`src/rtl/rowbias_server.sv`:
```
// Row-bias responder: serves one-hot bias values from a per-row permutation
// table and reshuffles it in place with an LFSR-driven Fisher-Yates pass.
`ifndef GRID_LEN
`define GRID_LEN 9
`endif

module rowbias_server #(
  parameter int          GRID_LEN  = `GRID_LEN,
  parameter logic [15:0] LFSR_SEED = 16'hACE1
) (
  input  logic                clock,
  input  logic                reset,
  input  logic                updaterowbias,
  input  logic [GRID_LEN:0]   rqindex,
  output logic [GRID_LEN-1:0] rowbias,
  output logic                rbvalid,
  output logic                ready,
  output logic                err
);

  localparam logic [15:0] SEED = (LFSR_SEED == 16'h0) ? 16'hACE1 : LFSR_SEED;
  localparam logic [15:0] TAPS = 16'hB400;
  localparam int          KW   = (GRID_LEN > 1) ? $clog2(GRID_LEN) : 1;
  localparam logic [GRID_LEN-1:0] ONE = GRID_LEN'(1);

  typedef enum logic {IDLE, SHUF} state_t;

  state_t              state_q, state_d;
  logic [15:0]         lfsr_q, lfsr_d;
  logic [KW-1:0]       k_q, k_d;
  logic [GRID_LEN-1:0] tbl_q [GRID_LEN];
  logic [GRID_LEN-1:0] tbl_d [GRID_LEN];
  logic [GRID_LEN-1:0] rowbias_q, rowbias_d;
  logic                rbvalid_q, rbvalid_d;
  logic                err_q, err_d;
  logic [KW-1:0]       sel;
  logic [KW-1:0]       j;
  logic [7:0]          jm;

  assign rowbias = rowbias_q;
  assign rbvalid = rbvalid_q;
  assign err     = err_q;
  assign ready   = (state_q == IDLE);

  always_comb begin
    sel = '0;
    for (int i = 0; i < GRID_LEN; i++) begin
      if (rqindex[i]) sel = KW'(i);
    end
    jm = lfsr_q[7:0] % (8'(k_q) + 8'd1);
    j  = KW'(jm);
  end

  always_comb begin
    tbl_d     = tbl_q;
    state_d   = state_q;
    k_d       = k_q;
    rowbias_d = rowbias_q;
    rbvalid_d = 1'b0;
    err_d     = err_q;
    lfsr_d    = {1'b0, lfsr_q[15:1]} ^ (lfsr_q[0] ? TAPS : 16'h0);
    unique case (state_q)
      IDLE: begin
        if (updaterowbias) begin
          if (!$onehot(rqindex)) begin
            rowbias_d = '0;
            err_d     = 1'b1;
          end else if (rqindex[GRID_LEN]) begin
            state_d = SHUF;
            k_d     = KW'(GRID_LEN - 1);
          end else begin
            rowbias_d = tbl_q[sel];
            rbvalid_d = 1'b1;
          end
        end
      end
      SHUF: begin
        // Requests are rejected here; the pass runs to completion regardless.
        if (updaterowbias) err_d = 1'b1;
        tbl_d[k_q] = tbl_q[j];
        tbl_d[j]   = tbl_q[k_q];
        k_d        = k_q - KW'(1);
        if (k_q == KW'(1)) state_d = IDLE;
      end
      default: state_d = IDLE;
    endcase
  end

  always_ff @(posedge clock or negedge reset) begin
    if (!reset) begin
      state_q   <= IDLE;
      lfsr_q    <= SEED;
      k_q       <= '0;
      rowbias_q <= '0;
      rbvalid_q <= 1'b0;
      err_q     <= 1'b0;
      for (int i = 0; i < GRID_LEN; i++) tbl_q[i] <= ONE << i;
    end else begin
      state_q   <= state_d;
      lfsr_q    <= lfsr_d;
      k_q       <= k_d;
      rowbias_q <= rowbias_d;
      rbvalid_q <= rbvalid_d;
      err_q     <= err_d;
      for (int i = 0; i < GRID_LEN; i++) tbl_q[i] <= tbl_d[i];
    end
  end

endmodule

```
`config.mk`:
```
export PLATFORM = sky130hd
export DESIGN_NAME = rowbias_server
export DESIGN_NICKNAME = d
export VERILOG_FILES = /design/src/rtl/rowbias_server.sv
export SDC_FILE = /design/constraint.sdc
export NUM_CORES = 1
export LEC_CHECK = 0
export CELL_PAD_IN_SITES_DETAIL_PLACEMENT = 0
export CELL_PAD_IN_SITES_GLOBAL_PLACEMENT = 1
export CORE_MARGIN = 4
export CORE_UTILIZATION = 44
export CTS_CLUSTER_DIAMETER = 120
export DETAILED_ROUTE_END_ITERATION = 7
export GPL_TIMING_DRIVEN = 0
export PLACE_DENSITY_LB_ADDON = 0.25
export SETUP_SLACK_MARGIN = 0.4
export SYNTH_ARGS = -nofsm -noshare
export SYNTH_HDL_FRONTEND = slang
export SYNTH_SLANG_ARGS = --single-unit
```
`constraint.sdc`:
```
create_clock -name clock -period 14.7 [get_ports clock]
set_input_delay 2.94 -clock clock [delete_from_list [all_inputs] [get_ports clock]]
set_output_delay 2.94 -clock clock [all_outputs]
set_load 0.01 [all_outputs]
```
## After elaboration in Yosys (flattened, before gate mapping)

Cells that the tools add are included.

| word-level totals | value |
|---|---|
| flip-flop bits (word level) | 113 |
| input bits | 13 |
| output and inout bits | 12 |
| word-level logic and storage cells | 93 |

| cells by class | value |
|---|---|
| add/subtract/negate cells | 11 |
| div/mod/pow operators | 1 |
| magnitude comparators | 5 |
| equal/unequal tests | 8 |
| multiplexer cells | 43 |
| bitwise gates (word level) | 5 |
| reduce and logical (&&, ||, !) cells | 5 |

Operator list:

| kind | number |
|---|---|
| bitwise mux 81 bit | 2 |
| binary-select mux 9 bit (select 4 bit) | 3 |
| 2-to-1 mux 9 bit | 10 |
| demux 9 bit (select 4 bit) | 2 |
| 2-to-1 mux 4 bit | 9 |
| 2-to-1 mux 16 bit | 1 |
| XOR 15 x 16 -> 16 bit | 1 |
| greater-or-equal comparator 5 bit, second input constant | 3 |
| inverter 4 -> 5 bit | 3 |
| 2-to-1 mux 1 bit | 12 |
| adder 1 x 1 -> 2 bit | 5 |
| less-than comparator 5 x 1 -> 1 bit, second input constant | 2 |
| != test 2 bit, second input constant | 5 |
| AND reduction 3 bit | 3 |
| == test 4 x 1 -> 1 bit, second input constant | 2 |
| modulo 8 x 8 -> 8 bit | 1 |
| one-hot mux 4 bit (2 select lines) | 1 |
| adder 2 x 2 -> 3 bit | 2 |
| adder 4 x 1 -> 5 bit, second input constant | 1 |
| adder 3 x 3 -> 4 bit | 1 |
| adder 4 x 2 -> 4 bit | 1 |
| one-hot mux 1 bit (2 select lines) | 2 |
| subtractor 4 x 1 -> 4 bit, second input constant | 1 |
| logical AND 1 bit | 2 |
| other kinds (3) | 3 |

## Logic depth before layout (Yosys ltp)

| logic depth | value |
|---|---|
| depth in word-level cells | 14 |
| mapped depth | 70 |
| mapped depth without buffers | 62 |

## Worst setup path after synthesis

No wires, ideal clock.

| timing path | value |
|---|---|
| path kind | reg2reg |
| start point | register k_q[0] |
| end point | register tbl_q[17] in the netlist's numbering |
| setup time | 0.126 ns |
| data arrival time | 13.667 ns |
| required time | 14.574 ns |
| setup slack | 0.907 ns |
| cell stages (with the launch flop) | 66 |
| path buffers | 9 |
| period minus slack after synthesis | 13.793 ns |
| cell sequence | dfrtp_1 -> buf_4 -> buf_1 -> clkbuf_1 -> inv_1 -> ha_1 -> nor3_1 -> a21oi_1 -> a21oi_1 -> ha_1 -> o21a_1 -> a21oi_1 -> or4b_4 -> nand2_1 -> ha_1 -> a21boi_0 -> o21a_1 -> a21oi_1 -> [... 30 more ...] -> a21oi_1 -> nor2_1 -> clkbuf_1 -> inv_1 -> ha_1 -> a21boi_0 -> o21ai_0 -> nand2b_1 -> a21oi_1 -> o311a_1 -> buf_2 -> clkbuf_1 -> a22oi_1 -> a211oi_1 -> o221ai_1 -> o211a_1 -> buf_2 -> a221o_1 |

| on the way | value |
|---|---|
| longest elaborated chain between the ends | 8 |
| elaborated cells on any way between the ends | 22 |
| those cells by class | add/sub (1); div (1); order compare (4); mux (12); bitwise (2); reduce/logical (2) |

Ends and longest elaborated chain:

| what | RTL line | source |
|---|---|---|
| start, declared | 30 | `logic [KW-1:0] k_q, k_d;` |
| start signal, assigned | 101 | `k_q <= k_d;` |
| adder 4 x 1 -> 5 bit | 50 | `jm = lfsr_q[7:0] % (8'(k_q) + 8'd1);` |
| modulo 8 x 8 -> 8 bit | 50 |  |
| inverter 4 -> 5 bit (implied by the code) | 80, 81 |  |
| greater-or-equal comparator 5 bit (implied by the code), or another cell as far along | 81 | `tbl_d[j] = tbl_q[k_q];` |
| logical AND 1 bit (implied by the code) / 2-to-1 mux 9 bit (equally long branches) | 81, 80 |  |
| 2-to-1 mux 9 bit, on equally long branches | 81, 80 |  |
| demux 9 bit (select 4 bit) / bitwise mux 81 bit (equally long branches) | 81, 80 |  |
| bitwise mux 81 bit * | 81 |  |
| end, declared | 31 | `logic [GRID_LEN-1:0] tbl_q [GRID_LEN];` |

Every way passes the cells marked *; elsewhere a longest branch is shown, timed or not. The select of a mux whose other input is x is not followed.
A chain may end at the register's enable or synchronous reset.

## Final worst setup path

| timing path | value |
|---|---|
| start point | register k_q[0] |
| end point | register tbl_q[76] in the netlist's numbering |

The elaborated chain is that of the path after synthesis.

==> impl_metrics.py <==
metrics = {
    "logic_synthesis": {
        "synth_area_um2": 10380,
        "synth_nets": 1298,
        "synth-edff-count": 0,
        "synth_top_area_cell": "dfrtp_1",
        "yosysSeqAreaShare_pct": 27.44,
        "synth_top_area_share_pct": 23.14,
        "yosys_register_bits": 113,
        "ys_types": 97,
        "synthCells": 1239,
        "async_flop_share_pct": 100.0,
        "yosysWarningCount": 0,
        "yosys-top-cells-area": "dfrtp_1 (23%), a21oi_1 (5.5%), nand2_1 (4.9%), ha_1 (4.7%), dfstp_2 (4.3%)",
        "avgSynthCellArea_um2": 8.380,
        "synth_flop_cell": "dfrtp_1",
    },
    "detailed_routing": {
        "routed_wl_mm": 39.87,
        "vias_per_cell": 6.570,
        "drc": 0,
        "first_pass_iters": 6,
        "wire_per_inst_um": 24.40,
        "ant_nets": 0,
        "num_vias": 10740,
        "drt_iter0_markers": 1511,
    },
    "clock_tree": {
        "cts_tree": "built",
        "numClockSinks": 113,
        "clk_latency_ns": 0.44,
        "cts_max_level": 4,
        "clk_pin_slew_worst_paths_ns": 0.06,
        "numCtsBuffers": 17,
        "hold_buffers": 0,
        "clockBufferDepth": 2,
        "root_buffer": "clkbuf_16",
    },
    "sta": {
        "grt_setup_unrepaired": "false",
        "finalWorstSetupSlack_ns": 1.185,
        "worstMarginPinSlew_ns": 0.8717,
        "drv_slew": 0,
        "finalSetupTns_ns": 0,
        "worst_clock_skew_ns": 0.008537,
        "hold_viol_final": 0,
        "slew-limit-headroom_pct": 41.50,
        "period_share_pct": 91.94,
        "setup_viol": 0,
        "max_freq_mhz": 73.99,
        "min_period_ns": 13.51,
    },
    "worst_setup_path": {
        "cp_data_arrival_time_ns": 13.89,
        "max_stage_delay_ns": 0.50,
        "cp_data_required_time_ns": 15.08,
        "cp-start-kind": "register",
        "end_kind": "register",
        "slowest_stage": "or4b_4",
        "cp_max_fo": 10,
        "cp_top_family": "compound AO/OA/AOI/OAI gates",
        "cp_num_buf_inv": 11,
        "critical_path_class": "reg -> reg",
    },
    "layout": {
        "diodes": 0,
        "fin_cells": 1634,
        "drive_gt1_share_pct": 16.65,
        "fill_cells": 2154,
        "area_delta_synth_final_pct": 16.40,
        "nets": 1367,
        "stdcell_area_um2": 12090,
        "mostFrequentLayoutCells": "nand2_1 (134), a21oi_1 (108), dfrtp_1 (95), nor2_1 (81), inv_1 (47)",
        "layout_commonest_cell": "nand2_1",
    },
    "global_route": {
        "grt_pass1_wl_mm": 61.33,
        "grt_usage_pct": 30.14,
        "grt_pass1_vias": 10120,
        "grt-ovfl-total": 0,
        "antenna_found_initial": 1,
        "grt_start_max_net_pins": 74,
    },
    "run": {
        "maxCapViolCount": 0,
    },
    "place": {
        "gp_congestion": 0.9625,
        "dp_hpwl_mm": 30.18,
        "dpl_worst_slack_ns": -2.733,
        "io_buffer_count": 24,
        "dpl_cell_area_um2": 11060,
        "dp.cells": 1578,
    },
    "floorplan": {
        "die_area_um2": 26120,
        "core_region_area_um2": 22920,
        "ios": 25,
        "start_util_pct": 45.31,
        "die_h_um": 161.6,
        "rows": 55,
        "die_w_um": 161.6,
    },
    "min_path": {
        "holdCritPathClass": "reg -> reg",
    },
    "outcome": {
        "status": "complete, no violations",
    },
}
cells in the mapped netlist (6+ instances only):
cell,count
a222oi_1,7
and2_1,35
mux4_2,19
a41oi_1,14
o221ai_1,13
dfstp_2,17
a221o_1,11
o211ai_1,17
a211oi_1,37
a21oi_2,8
xor2_1,11
buf_1,12
a31oi_1,23
a21boi_0,6
buf_4,8
a221oi_1,33
clkbuf_1,49
a21o_1,10
or3_1,11
nand4_1,6
nand2b_1,10
o31a_1,8
nor3_1,31
a22oi_1,9
buf_2,12
o21ai_0,47
fa_1,7
inv_1,48
o21a_1,12
nor2_1,88
nand2_1,135
and3_1,11
o22ai_1,20
o2bb2ai_1,8
dfrtp_1,96
o21ai_1,20
mux2i_1,35
ha_1,39
nand3_1,34
a21oi_1,114
through the flow:
stage	hold slack [ns]	util [%]
floorplan	0.3312	-
global placement	0.3377	48.06
detailed placement	0.3394	48.25
CTS	0.3515	51.85
global route	0.3773	52.74
finish	0.3511	52.74
area by class of cell:
class	count	area, µm²	area share (%)
clock buffer	18	439.2	3.634
inverter	49	187.7	1.553
multi-input combinational	992	7178	59.40
buffer	85	452.9	3.748
sequential	113	2850	23.58
timing repair buffer	50	456.7	3.779
clock inverter	14	128.9	1.066
tap	313	391.6	3.241
logic make-up after synthesis:
group	count (synthesis)	synth area share, %
xor gates and xnor gates	16	1.350
adders and majority gates	46	6.050
AOI/OAI and AO/OA	467	32.45
muxes	57	7.821
DFF	113	27.44
and+or+nand+nor	406	19.28
buffers and inverters	134	5.604
sequential cells by signal, indices dropped and copies added, names as in the netlist:
register,cells
state_q,1
rbvalid,1
lfsr_q,16
k_q,4
rowbias,9
tbl_q,81
err,1
what timing repair did:
item,4_1_cts,5_1_grt
setup buffers,12,12
pin swaps,5,8
setup endpoints to repair,81,81
resized for setup,53,32
final timing paths:
check	endpoint	start	depth (start not counted)	slack (ns)
max	tbl_q[76]$_DFFE_PN0P_	k_q[0]$_DFFE_PN0P_	66	1.19
min	lfsr_q[8]$_DFF_PN0_	lfsr_q[9]$_DFF_PN0_	0	0.35
max reg2reg	tbl_q[76]$_DFFE_PN0P_	k_q[0]$_DFFE_PN0P_	66	1.19
min reg2reg	lfsr_q[8]$_DFF_PN0_	lfsr_q[9]$_DFF_PN0_	0	0.35
max in group asynchronous	tbl_q[32]$_DFFE_PN1P_	reset	2	11.50
min in group asynchronous	lfsr_q[8]$_DFF_PN0_	reset	1	2.43
metal layers:
metal,track usage [%],share of wire (%)
met5,0,0
met4,8.574,2.9
met3,6.660,9.2
met2,45.66,44
met1,43.46,44
Power is left out: the tool's default activity adds up to more than one toggle a clock period on the data nets, which glitch-free logic cannot reach.
